--- config.mk ---
export PLATFORM = sky130hd
export DESIGN_NAME = wave_sdram_arbiter_flat
export DESIGN_NICKNAME = d
export VERILOG_FILES = /design/src/rtl/wave_sdram_arbiter_if.sv /design/src/rtl/wave_sdram_arbiter.sv /design/src/flat_wrapper.sv
export SDC_FILE = /design/constraint.sdc
export NUM_CORES = 1
export LEC_CHECK = 0
export BUFFER_PORTS_ARGS = -buffer_cell sky130_fd_sc_hd__buf_4
export CORE_MARGIN = 8
export CORE_UTILIZATION = 35
export CTS_CLUSTER_DIAMETER = 60
export CTS_CLUSTER_SIZE = 24
export DETAILED_ROUTE_END_ITERATION = 7
export HOLD_SLACK_MARGIN = 0.06
export SLEW_MARGIN = 20
export SYNTH_ARGS = -nofsm -noshare
export SYNTH_HDL_FRONTEND = slang
export SYNTH_SLANG_ARGS = --single-unit
--- constraint.sdc ---
create_clock -name clk_sys -period 2.3 [get_ports clk_sys]
set_input_delay 0.23 -clock clk_sys [delete_from_list [all_inputs] [get_ports clk_sys]]
set_output_delay 0.23 -clock clk_sys [all_outputs]
set_load 0.01 [all_outputs]
--- src/rtl/wave_sdram_arbiter_if.sv ---
// Signal bundle between the wave download/playback clients, the arbiter and the SDRAM controller.
// The arbiter takes the slave view; the surrounding clients and memory model take the master view.
interface wave_sdram_arbiter_if;
  logic        dl_active;
  logic        dl_wr;
  logic [24:0] dl_addr;
  logic [7:0]  dl_data;
  logic        dl_wait;

  logic        ch0_rd;
  logic [19:0] ch0_addr;
  logic [15:0] ch0_data;
  logic        ch0_valid;
  logic        ch1_rd;
  logic [19:0] ch1_addr;
  logic [15:0] ch1_data;
  logic        ch1_valid;

  logic [24:0] mem_addr;
  logic        mem_rd;
  logic        mem_we;
  logic [7:0]  mem_din;
  logic [15:0] mem_dout;
  logic        mem_ack;

  logic        overrun;
  logic        timeout_err;

  modport slave (
    input  dl_active, dl_wr, dl_addr, dl_data,
    input  ch0_rd, ch0_addr, ch1_rd, ch1_addr,
    input  mem_dout, mem_ack,
    output dl_wait, ch0_data, ch0_valid, ch1_data, ch1_valid,
    output mem_addr, mem_rd, mem_we, mem_din,
    output overrun, timeout_err
  );

  modport master (
    output dl_active, dl_wr, dl_addr, dl_data,
    output ch0_rd, ch0_addr, ch1_rd, ch1_addr,
    output mem_dout, mem_ack,
    input  dl_wait, ch0_data, ch0_valid, ch1_data, ch1_valid,
    input  mem_addr, mem_rd, mem_we, mem_din,
    input  overrun, timeout_err
  );
endinterface

--- src/rtl/wave_sdram_arbiter.sv ---
// Shares one SDRAM command port between the wave-ROM download writer and two sample-read channels.
// Download has absolute priority, reads are round-robin, one command in flight with an ack watchdog.
//
//   state   | meaning
//   --------+-------------------------------------------------------------
//   S_IDLE  | pick a pending source (dl first, then round-robin channels)
//   S_ISSUE | command pulse on mem_rd/mem_we is visible this cycle
//   S_WAIT  | waiting for mem_ack, watchdog counting down to abort
module wave_sdram_arbiter #(
  parameter int unsigned TIMEOUT = 255
) (
  input  logic                  clk_sys,
  input  logic                  reset_n,
  wave_sdram_arbiter_if.slave   io_bus
);

  localparam logic [7:0] C_TIMEOUT = 8'(TIMEOUT);

  typedef enum logic [1:0] {
    S_IDLE  = 2'd0,
    S_ISSUE = 2'd1,
    S_WAIT  = 2'd2
  } state_t;

  typedef enum logic [1:0] {
    G_DL  = 2'd0,
    G_CH0 = 2'd1,
    G_CH1 = 2'd2
  } gnt_t;

  state_t      r_state;
  state_t      w_state_nxt;
  gnt_t        r_gnt;
  gnt_t        w_gnt_nxt;

  logic        w_gnt_dl;
  logic        w_gnt_ch0;
  logic        w_gnt_ch1;
  logic        w_ack_done;
  logic        w_abort;
  logic        w_xfer_end;

  logic        w_dl_busy;
  logic        w_dl_stb;
  logic        w_ch0_stb;
  logic        w_ch1_stb;

  logic        r_dl_pend;
  logic        r_ch0_pend;
  logic        r_ch1_pend;
  logic        r_rr_ptr;
  logic [24:0] r_dl_addr;
  logic [7:0]  r_dl_data;
  logic [19:0] r_ch0_addr;
  logic [19:0] r_ch1_addr;
  logic [7:0]  r_wdog;

  logic        r_mem_rd;
  logic        r_mem_we;
  logic [24:0] r_mem_addr;
  logic [7:0]  r_mem_din;
  logic        r_dl_wait;
  logic        r_ch0_valid;
  logic        r_ch1_valid;
  logic [15:0] r_ch0_data;
  logic [15:0] r_ch1_data;
  logic        r_overrun;
  logic        r_timeout_err;

  // dl_wait covers the whole life of a download write, so a second dl_wr is refused until it retires
  assign w_dl_busy  = r_dl_pend | r_dl_wait;
  assign w_dl_stb   = io_bus.dl_wr & ~w_dl_busy;
  assign w_ch0_stb  = io_bus.ch0_rd & ~io_bus.dl_active;
  assign w_ch1_stb  = io_bus.ch1_rd & ~io_bus.dl_active;
  assign w_xfer_end = w_ack_done | w_abort;

  always_ff @(posedge clk_sys or negedge reset_n) begin
    if (!reset_n) begin
      r_state <= S_IDLE;
      r_gnt   <= G_DL;
    end else begin
      r_state <= w_state_nxt;
      r_gnt   <= w_gnt_nxt;
    end
  end

  always_comb begin
    w_state_nxt = r_state;
    w_gnt_nxt   = r_gnt;
    w_gnt_dl    = 1'b0;
    w_gnt_ch0   = 1'b0;
    w_gnt_ch1   = 1'b0;
    w_ack_done  = 1'b0;
    w_abort     = 1'b0;
    case (r_state)
      S_IDLE: begin
        if (r_dl_pend) begin
          w_gnt_dl    = 1'b1;
          w_gnt_nxt   = G_DL;
          w_state_nxt = S_ISSUE;
        end else if (r_ch0_pend && (!r_ch1_pend || !r_rr_ptr)) begin
          w_gnt_ch0   = 1'b1;
          w_gnt_nxt   = G_CH0;
          w_state_nxt = S_ISSUE;
        end else if (r_ch1_pend) begin
          w_gnt_ch1   = 1'b1;
          w_gnt_nxt   = G_CH1;
          w_state_nxt = S_ISSUE;
        end
      end
      S_ISSUE: begin
        w_state_nxt = S_WAIT;
      end
      S_WAIT: begin
        if (io_bus.mem_ack) begin
          w_ack_done  = 1'b1;
          w_state_nxt = S_IDLE;
        end else if (r_wdog == 8'd0) begin
          w_abort     = 1'b1;
          w_state_nxt = S_IDLE;
        end
      end
      default: begin
        w_state_nxt = S_IDLE;
      end
    endcase
  end

  // Request capture; a fresh strobe wins over the grant that clears the same source on this edge
  always_ff @(posedge clk_sys or negedge reset_n) begin
    if (!reset_n) begin
      r_dl_pend  <= 1'b0;
      r_dl_addr  <= '0;
      r_dl_data  <= '0;
      r_ch0_pend <= 1'b0;
      r_ch0_addr <= '0;
      r_ch1_pend <= 1'b0;
      r_ch1_addr <= '0;
      r_rr_ptr   <= 1'b0;
      r_overrun  <= 1'b0;
    end else begin
      if (w_dl_stb) begin
        r_dl_pend <= 1'b1;
        r_dl_addr <= io_bus.dl_addr;
        r_dl_data <= io_bus.dl_data;
      end else if (w_gnt_dl) begin
        r_dl_pend <= 1'b0;
      end

      if (io_bus.dl_active) begin
        r_ch0_pend <= 1'b0;
      end else if (w_ch0_stb) begin
        r_ch0_pend <= 1'b1;
        r_ch0_addr <= io_bus.ch0_addr;
      end else if (w_gnt_ch0) begin
        r_ch0_pend <= 1'b0;
      end

      if (io_bus.dl_active) begin
        r_ch1_pend <= 1'b0;
      end else if (w_ch1_stb) begin
        r_ch1_pend <= 1'b1;
        r_ch1_addr <= io_bus.ch1_addr;
      end else if (w_gnt_ch1) begin
        r_ch1_pend <= 1'b0;
      end

      if (w_gnt_ch0) begin
        r_rr_ptr <= 1'b1;
      end else if (w_gnt_ch1) begin
        r_rr_ptr <= 1'b0;
      end

      if ((io_bus.dl_wr & w_dl_busy) | (w_ch0_stb & r_ch0_pend) | (w_ch1_stb & r_ch1_pend)) begin
        r_overrun <= 1'b1;
      end
    end
  end

  // Command issue, watchdog and read-data return
  always_ff @(posedge clk_sys or negedge reset_n) begin
    if (!reset_n) begin
      r_mem_rd      <= 1'b0;
      r_mem_we      <= 1'b0;
      r_mem_addr    <= '0;
      r_mem_din     <= '0;
      r_wdog        <= '0;
      r_dl_wait     <= 1'b0;
      r_ch0_valid   <= 1'b0;
      r_ch1_valid   <= 1'b0;
      r_ch0_data    <= '0;
      r_ch1_data    <= '0;
      r_timeout_err <= 1'b0;
    end else begin
      r_mem_rd    <= w_gnt_ch0 | w_gnt_ch1;
      r_mem_we    <= w_gnt_dl;
      r_ch0_valid <= w_ack_done & (r_gnt == G_CH0);
      r_ch1_valid <= w_ack_done & (r_gnt == G_CH1);

      if (w_gnt_dl) begin
        r_mem_addr <= r_dl_addr;
        r_mem_din  <= r_dl_data;
      end else if (w_gnt_ch0) begin
        r_mem_addr <= {4'b0, r_ch0_addr, 1'b0};
      end else if (w_gnt_ch1) begin
        r_mem_addr <= {4'b0, r_ch1_addr, 1'b0};
      end

      if (r_state == S_ISSUE) begin
        r_wdog <= C_TIMEOUT;
      end else if ((r_state == S_WAIT) && (r_wdog != 8'd0)) begin
        r_wdog <= r_wdog - 8'd1;
      end

      if (w_dl_stb) begin
        r_dl_wait <= 1'b1;
      end else if (w_xfer_end && (r_gnt == G_DL)) begin
        r_dl_wait <= 1'b0;
      end

      if (w_ack_done && (r_gnt == G_CH0)) begin
        r_ch0_data <= io_bus.mem_dout;
      end
      if (w_ack_done && (r_gnt == G_CH1)) begin
        r_ch1_data <= io_bus.mem_dout;
      end

      if (w_abort) begin
        r_timeout_err <= 1'b1;
      end
    end
  end

  assign io_bus.mem_rd      = r_mem_rd;
  assign io_bus.mem_we      = r_mem_we;
  assign io_bus.mem_addr    = r_mem_addr;
  assign io_bus.mem_din     = r_mem_din;
  assign io_bus.dl_wait     = r_dl_wait;
  assign io_bus.ch0_valid   = r_ch0_valid;
  assign io_bus.ch1_valid   = r_ch1_valid;
  assign io_bus.ch0_data    = r_ch0_data;
  assign io_bus.ch1_data    = r_ch1_data;
  assign io_bus.overrun     = r_overrun;
  assign io_bus.timeout_err = r_timeout_err;

endmodule

--- src/flat_wrapper.sv ---
// flat-port wrapper written by rule: the top's interface ports become plain ports
module wave_sdram_arbiter_flat 
#(
  parameter int unsigned TIMEOUT = 255
)
  (clk_sys, reset_n, io_bus_dl_active, io_bus_dl_wr, io_bus_dl_addr, io_bus_dl_data, io_bus_ch0_rd, io_bus_ch0_addr, io_bus_ch1_rd, io_bus_ch1_addr, io_bus_mem_dout, io_bus_mem_ack, io_bus_dl_wait, io_bus_ch0_data, io_bus_ch0_valid, io_bus_ch1_data, io_bus_ch1_valid, io_bus_mem_addr, io_bus_mem_rd, io_bus_mem_we, io_bus_mem_din, io_bus_overrun, io_bus_timeout_err);
  wave_sdram_arbiter_if io_bus_i ();
  input  logic clk_sys;
  input  logic reset_n;
  input wire logic [$bits(io_bus_i.dl_active)-1:0] io_bus_dl_active;
  input wire logic [$bits(io_bus_i.dl_wr)-1:0] io_bus_dl_wr;
  input wire logic [$bits(io_bus_i.dl_addr)-1:0] io_bus_dl_addr;
  input wire logic [$bits(io_bus_i.dl_data)-1:0] io_bus_dl_data;
  input wire logic [$bits(io_bus_i.ch0_rd)-1:0] io_bus_ch0_rd;
  input wire logic [$bits(io_bus_i.ch0_addr)-1:0] io_bus_ch0_addr;
  input wire logic [$bits(io_bus_i.ch1_rd)-1:0] io_bus_ch1_rd;
  input wire logic [$bits(io_bus_i.ch1_addr)-1:0] io_bus_ch1_addr;
  input wire logic [$bits(io_bus_i.mem_dout)-1:0] io_bus_mem_dout;
  input wire logic [$bits(io_bus_i.mem_ack)-1:0] io_bus_mem_ack;
  output wire logic [$bits(io_bus_i.dl_wait)-1:0] io_bus_dl_wait;
  output wire logic [$bits(io_bus_i.ch0_data)-1:0] io_bus_ch0_data;
  output wire logic [$bits(io_bus_i.ch0_valid)-1:0] io_bus_ch0_valid;
  output wire logic [$bits(io_bus_i.ch1_data)-1:0] io_bus_ch1_data;
  output wire logic [$bits(io_bus_i.ch1_valid)-1:0] io_bus_ch1_valid;
  output wire logic [$bits(io_bus_i.mem_addr)-1:0] io_bus_mem_addr;
  output wire logic [$bits(io_bus_i.mem_rd)-1:0] io_bus_mem_rd;
  output wire logic [$bits(io_bus_i.mem_we)-1:0] io_bus_mem_we;
  output wire logic [$bits(io_bus_i.mem_din)-1:0] io_bus_mem_din;
  output wire logic [$bits(io_bus_i.overrun)-1:0] io_bus_overrun;
  output wire logic [$bits(io_bus_i.timeout_err)-1:0] io_bus_timeout_err;
  assign io_bus_i.dl_active = io_bus_dl_active;
  assign io_bus_i.dl_wr = io_bus_dl_wr;
  assign io_bus_i.dl_addr = io_bus_dl_addr;
  assign io_bus_i.dl_data = io_bus_dl_data;
  assign io_bus_i.ch0_rd = io_bus_ch0_rd;
  assign io_bus_i.ch0_addr = io_bus_ch0_addr;
  assign io_bus_i.ch1_rd = io_bus_ch1_rd;
  assign io_bus_i.ch1_addr = io_bus_ch1_addr;
  assign io_bus_i.mem_dout = io_bus_mem_dout;
  assign io_bus_i.mem_ack = io_bus_mem_ack;
  assign io_bus_dl_wait = io_bus_i.dl_wait;
  assign io_bus_ch0_data = io_bus_i.ch0_data;
  assign io_bus_ch0_valid = io_bus_i.ch0_valid;
  assign io_bus_ch1_data = io_bus_i.ch1_data;
  assign io_bus_ch1_valid = io_bus_i.ch1_valid;
  assign io_bus_mem_addr = io_bus_i.mem_addr;
  assign io_bus_mem_rd = io_bus_i.mem_rd;
  assign io_bus_mem_we = io_bus_i.mem_we;
  assign io_bus_mem_din = io_bus_i.mem_din;
  assign io_bus_overrun = io_bus_i.overrun;
  assign io_bus_timeout_err = io_bus_i.timeout_err;
  wave_sdram_arbiter #(.TIMEOUT(TIMEOUT)) u_core (.clk_sys(clk_sys), .reset_n(reset_n), .io_bus(io_bus_i));
endmodule
Yosys cells after proc, flatten, opt, wreduce, memory -nomap -nowiden
Cells that the tools add are included.
W data, S select, Z words.
- flip-flop bits (word level): 161
- input bits: 96
- logic and storage cells: 107
- add/subtract/negate cells: 1
- eq/ne operators: 6
- muxes and demuxes: 39
- bitwise logic cells: 15
- reductions and logical operators: 24
- operators by type and width (kind ; count):
    $mux W25 ; 3
    $mux W1 ; 25
    $mux W2 ; 8
    $mux W8 ; 2
    $reduce_bool A3 Y1 ; 4
    $and A1 B1 Y1 ; 8
    $logic_not A8 Y1 ; 1
    $reduce_and A2 Y1 ; 4
    $reduce_bool A2 Y1 ; 4
    $reduce_bool A8 Y1 ; 1
    $sub A8 B1 Y8 const B ; 1
    $pmux W2 S3 ; 1
    $logic_and A1 B1 Y1 ; 5
    $or A1 B1 Y1 ; 5
    $eq A2 B1 Y1 const B ; 2
    $eq A2 B2 Y1 const B ; 2
    $logic_not A2 Y1 ; 2
    $ne A4 B1 Y1 const B ; 1
    $ne A3 B2 Y1 const B ; 1
    $logic_not A1 Y1 ; 2
    $not A1 Y1 ; 2
    $logic_or A1 B1 Y1 ; 1

Longest topological paths before layout
- word-level depth: 9
- depth in mapped cells: 7
- depth with buffers taken out: 6

Least setup slack after synthesis
OpenSTA, ideal clock, no wires.
- path kind: flip-flop to flip-flop
- start point: register u_core.r_wdog[0]
- end point: register u_core.r_wdog[5]
- library setup time: 0.132 ns
- arrival time: 1.662 ns
- data required time: 2.168 ns
- slack: 0.506 ns
- cell stages (with the launch flop): 7
- buffers on the path: 0
- clock period less this slack: 1.794 ns
- cell sequence: dfrtp_1 inv_1 ha_1 or3b_2 o21ai_4 nor3_1 or3b_1
- cells in the longest elaborated chain, start to end: 3
- elaborated cells between the ends (all ways): 6
- RTL lines (what ; line ; source):
    start: declaration ; wave_sdram_arbiter.sv:56 ; logic [7:0] r_wdog;
    start signal: assignment ; wave_sdram_arbiter.sv:212 ; r_wdog <= r_wdog - 8'd1;
    $sub A8 B1 Y8 or $reduce_bool A8 Y1 (tied branches) ; wave_sdram_arbiter.sv:212, wave_sdram_arbiter.sv:211 ;
    $mux W8 or $logic_and A1 B1 Y1 (tied branches) ; wave_sdram_arbiter.sv:211 ; end else if ((r_state == S_WAIT) && (r_wdog != 8'd0)) begin
    $mux W8 or $reduce_bool A2 Y1 (tied branches) ; n/a ;
Parallel ways exist; a longest one is shown, timed or not. The select of a mux whose other input is x is not followed.
A chain may end at the register's enable or synchronous reset.

Worst setup path in the final report
- start point: register u_core.r_dl_pend
- end point: register u_core.r_ch0_pend
- cells in the longest elaborated chain, start to end: 3
- RTL lines (what ; line ; source):
    start: declaration ; wave_sdram_arbiter.sv:48 ; logic r_dl_pend;
    start signal: assignment ; wave_sdram_arbiter.sv:132 ; r_dl_pend <= 1'b0;
    start signal: assignment ; wave_sdram_arbiter.sv:143 ; r_dl_pend <= 1'b1;
    start signal: assignment ; wave_sdram_arbiter.sv:147 ; r_dl_pend <= 1'b0;
    $mux W1 ; wave_sdram_arbiter.sv:97 ; if (r_dl_pend) begin
    $mux W1 ; wave_sdram_arbiter.sv:95 ; case (r_state)
    $reduce_bool A3 Y1 (no source line) ; n/a ;
    end signal: assignment ; wave_sdram_arbiter.sv:135 ; r_ch0_pend <= 1'b0;
    end signal: assignment ; wave_sdram_arbiter.sv:151 ; r_ch0_pend <= 1'b0;
    end signal: assignment ; wave_sdram_arbiter.sv:153 ; r_ch0_pend <= 1'b1;
    end: declaration ; wave_sdram_arbiter.sv:49 ; logic r_ch0_pend;
Every way passes these cells.

==> impl_metrics.ini <==
[placed_design]
port_buffers = 167
pre_cts_ws_ns = 0.402
dpl_cell_area_um2 = 8120
place_hpwl_um = 12000
gp_congestion = 0.757
dp.cells = 878

[layout]
nFillCells = 1592
seq_area_um2 = 4030
diodes = 0
postLayoutCoreUtil_pct = 52.0
instances_no_fill = 1000
nets = 854
multiInputGateArea_um2 = 2380
final_area_um2 = 9630
layout-drive-gt1-share_pct = 43.5
syn_to_final_growth_pct = 47.4

[power_and_ir_drop]
ir_drop_mv = 0.624
leakage_nw = 4.32
powerDensity_nw_per_um2 = 1150

[yosys]
yosys_warnings = 0
synth_edf_count = 0
synth_xor_area_share_pct = 0.268
yosys-top-cells-count = 161 x dfrtp_1, 111 x mux2_2, 51 x nand2_1
synth_top_area_share_pct = 61.7
synth.area.top_cells = dfrtp_1 62%, mux2_2 19%, nand2_1 2.9%
mappedNetlistArea_um2 = 6530
synth_fa_ha_area_share_pct = 0.383
synth.net_count = 585
syn_area_per_cell_um2 = 13.4
synth_simple_gate_area_share_pct = 9.35
ys_seq_elements = 161
synth_top_family_by_area = multiplexers
synth.most_common_cell = dfrtp_1
synthesis.instances = 487
ys.flop_type = dfrtp_1
synth-compound-area-share_pct = 6.57
ys_types = 45
seq_area_frac_synth_pct = 61.7
async_reset_ff_share_pct = 100
yosys.area.top_type = dfrtp_1
synthMuxAreaShare_pct = 19.6

[flow_run]
maxCapViolCount = 0

[die]
die_h_um = 153
ios = 168
die_w_um = 153
core_area_um2 = 18500
fp-row-count = 50
initial_core_util_pct = 35.3
design.die.area_um2 = 23300

[routing]
vias = 4803
vias_per_cell = 4.80
routed_wl_um = 17200
postRouteAntennaNets = 0
drc = 0
firstDrtPassIters = 4
wl_per_cell_um = 17.2
drt_iter0_markers = 130

[timing]
period_share_pct = 96.5
final-hold-violation-count = 0
setup_viol_count_final = 0
setup_slack_ns = 0.0805
fmax_ghz = 0.451
slew_viol_final = 0
clock_skew_ns = 0.00926
finalCriticalPeriod_ns = 2.22
worst_pin_slew_ns = 0.590
relSlewSlack_pct = 60.6

[global_routing]
grtUsageTotal_pct = 15.1
globalRouteOverflowTotal = 0
grt_pass1_wl_um = 28400
grt_start_max_net_pins = 59
antenna_found_initial = 0
grt_pass1_vias = 5282

[setup_path]
path_max_fanout = 21
critPathLaunch = u_core.r_dl_pend$_DFFE_PN0P_
cp.required_ns = 2.60
critical_path_class = flip-flop to flip-flop
critical_path_arrival_ns = 2.52
critPathLaunchType = flip-flop
end_kind = flip-flop
r2r_start = u_core.r_dl_pend$_DFFE_PN0P_

[clock_network]
clk_path_buf_depth = 2
ctsHtreeMaxLevel = 4
root_buffer = clkbuf_16
cts_made_buffers = 17
cts.sinks = 161
cts_tree = built
post_cts_buffers = 0
cts.clk_slew.worst_paths_ns = 0.06
clock_latency_ns = 0.41

[worst_hold_path]
hold_class = input pin to flip-flop
min_from = io_bus_mem_ack

[outcome]
outcome = finished clean
-- area by class of cell --
cell class              count  share of cell area [%]
multi-input cells         296                    24.8
inverters                   5                   0.195
repair buffers            275                    24.3
well taps                 234                    3.04
clock buffers              20                    4.74
clock inverters             9                    1.14
flip-flops and latches    161                    41.8
-- flip-flops by register name, indices dropped and copies added (netlist names), 8 cells and up --
name / count
u_core.io_bus.mem_addr: 25
u_core.r_dl_addr: 25
u_core.r_ch0_addr: 20
u_core.r_ch1_addr: 20
u_core.io_bus.ch0_data: 16
u_core.io_bus.ch1_data: 16
u_core.io_bus.mem_din: 8
u_core.r_dl_data: 8
u_core.r_wdog: 8
-- final timing paths --
kind                                                          end  slack, ns  cells past startpoint
max                                 u_core.r_ch0_pend$_DFFE_PN0P_       0.08                      7
min                                 u_core.r_state[1]$_DFFE_PN0P_       0.13                      2
max reg2reg                         u_core.r_ch0_pend$_DFFE_PN0P_       0.08                      7
min reg2reg                u_core.io_bus.mem_addr[24]$_DFFE_PN0P_       0.48                      2
max in group asynchronous  u_core.io_bus.ch0_data[11]$_DFFE_PN0P_       1.21                      3
min in group asynchronous        u_core.r_ch0_addr[6]$_DFFE_PN0P_       0.37                      2
-- critical path, cell delays in order (launching register included) --
cell and delay [ns]:
dfrtp_1 0.44, buf_4 0.22, nor4b_4 0.29, nand2_1 0.14
buf_4 0.24, a21oi_1 0.17, nor2_1 0.05, dlygate4sd3_1 0.55
-- stage by stage --
step                      power, W  TNS [ns]  hold WS, ns
after CTS                   0.0112         0       0.0656
after floorplan            0.00650         0      -0.0656
final                       0.0111         0        0.131
after detailed placement   0.00832         0        0.245
after global placement     0.00818         0        0.233
after global routing        0.0118   -0.0102        0.119
-- report_power, final --
part / internal [W] / leakage [nW] / switching (W)
clock network: 0.00164 / 0.270 / 0.00110
logic: 0.00207 / 2.14 / 0.00168
registers: 0.00392 / 1.90 / 0.000678
-- layout by cell type, fill, tap and decap left out, types with 2 or more instances in the layout --
cell type        n
o21a_1           2
clkinvlp_4       3
buf_12           3
nor2b_2          2
a211oi_1         2
a22o_1           4
a21oi_1          4
nand2_1         51
nand3_1          3
o21ai_0         29
dfrtp_1        161
ha_1             2
inv_1            5
clkbuf_8         2
mux2_2         111
nor3_1           6
clkinv_2         2
nor2_1           6
dlygate4sd3_1   93
buf_4          178
a21o_1           2
bufinv_16        2
clkbuf_16       17
nand3b_1        21
a31oi_1         23
nand2b_1         3
mux2_1           2
-- cell families after synthesis --
family                   after synthesis
flip-flops                           161
multiplexers                         114
AND/OR/NAND/NOR                      108
AO/OA/AOI/OAI                         70
buffers and inverters                 30
XOR/XNOR                               2
adder cells (fa/ha/maj)                2
-- per-layer routing --
layer / track usage [%] / vias to the layer above / part of all wire, %
met3: 3.72 / 16 / 3.8
met1: 18.3 / 2400 / 44
met2: 25.8 / 108 / 50
met5: 0 / - / 0
li1: - / 2279 / -
met4: 5.61 / 0 / 1.5
-- what timing repair did --
item	4_1_cts	5_1_grt
gates resized for setup	0	1
setup endpoints to repair	0	1
endpoints found under the hold margin	162	1
hold buffers	92	1
Note: power is estimated with default switching activity, not from simulation.
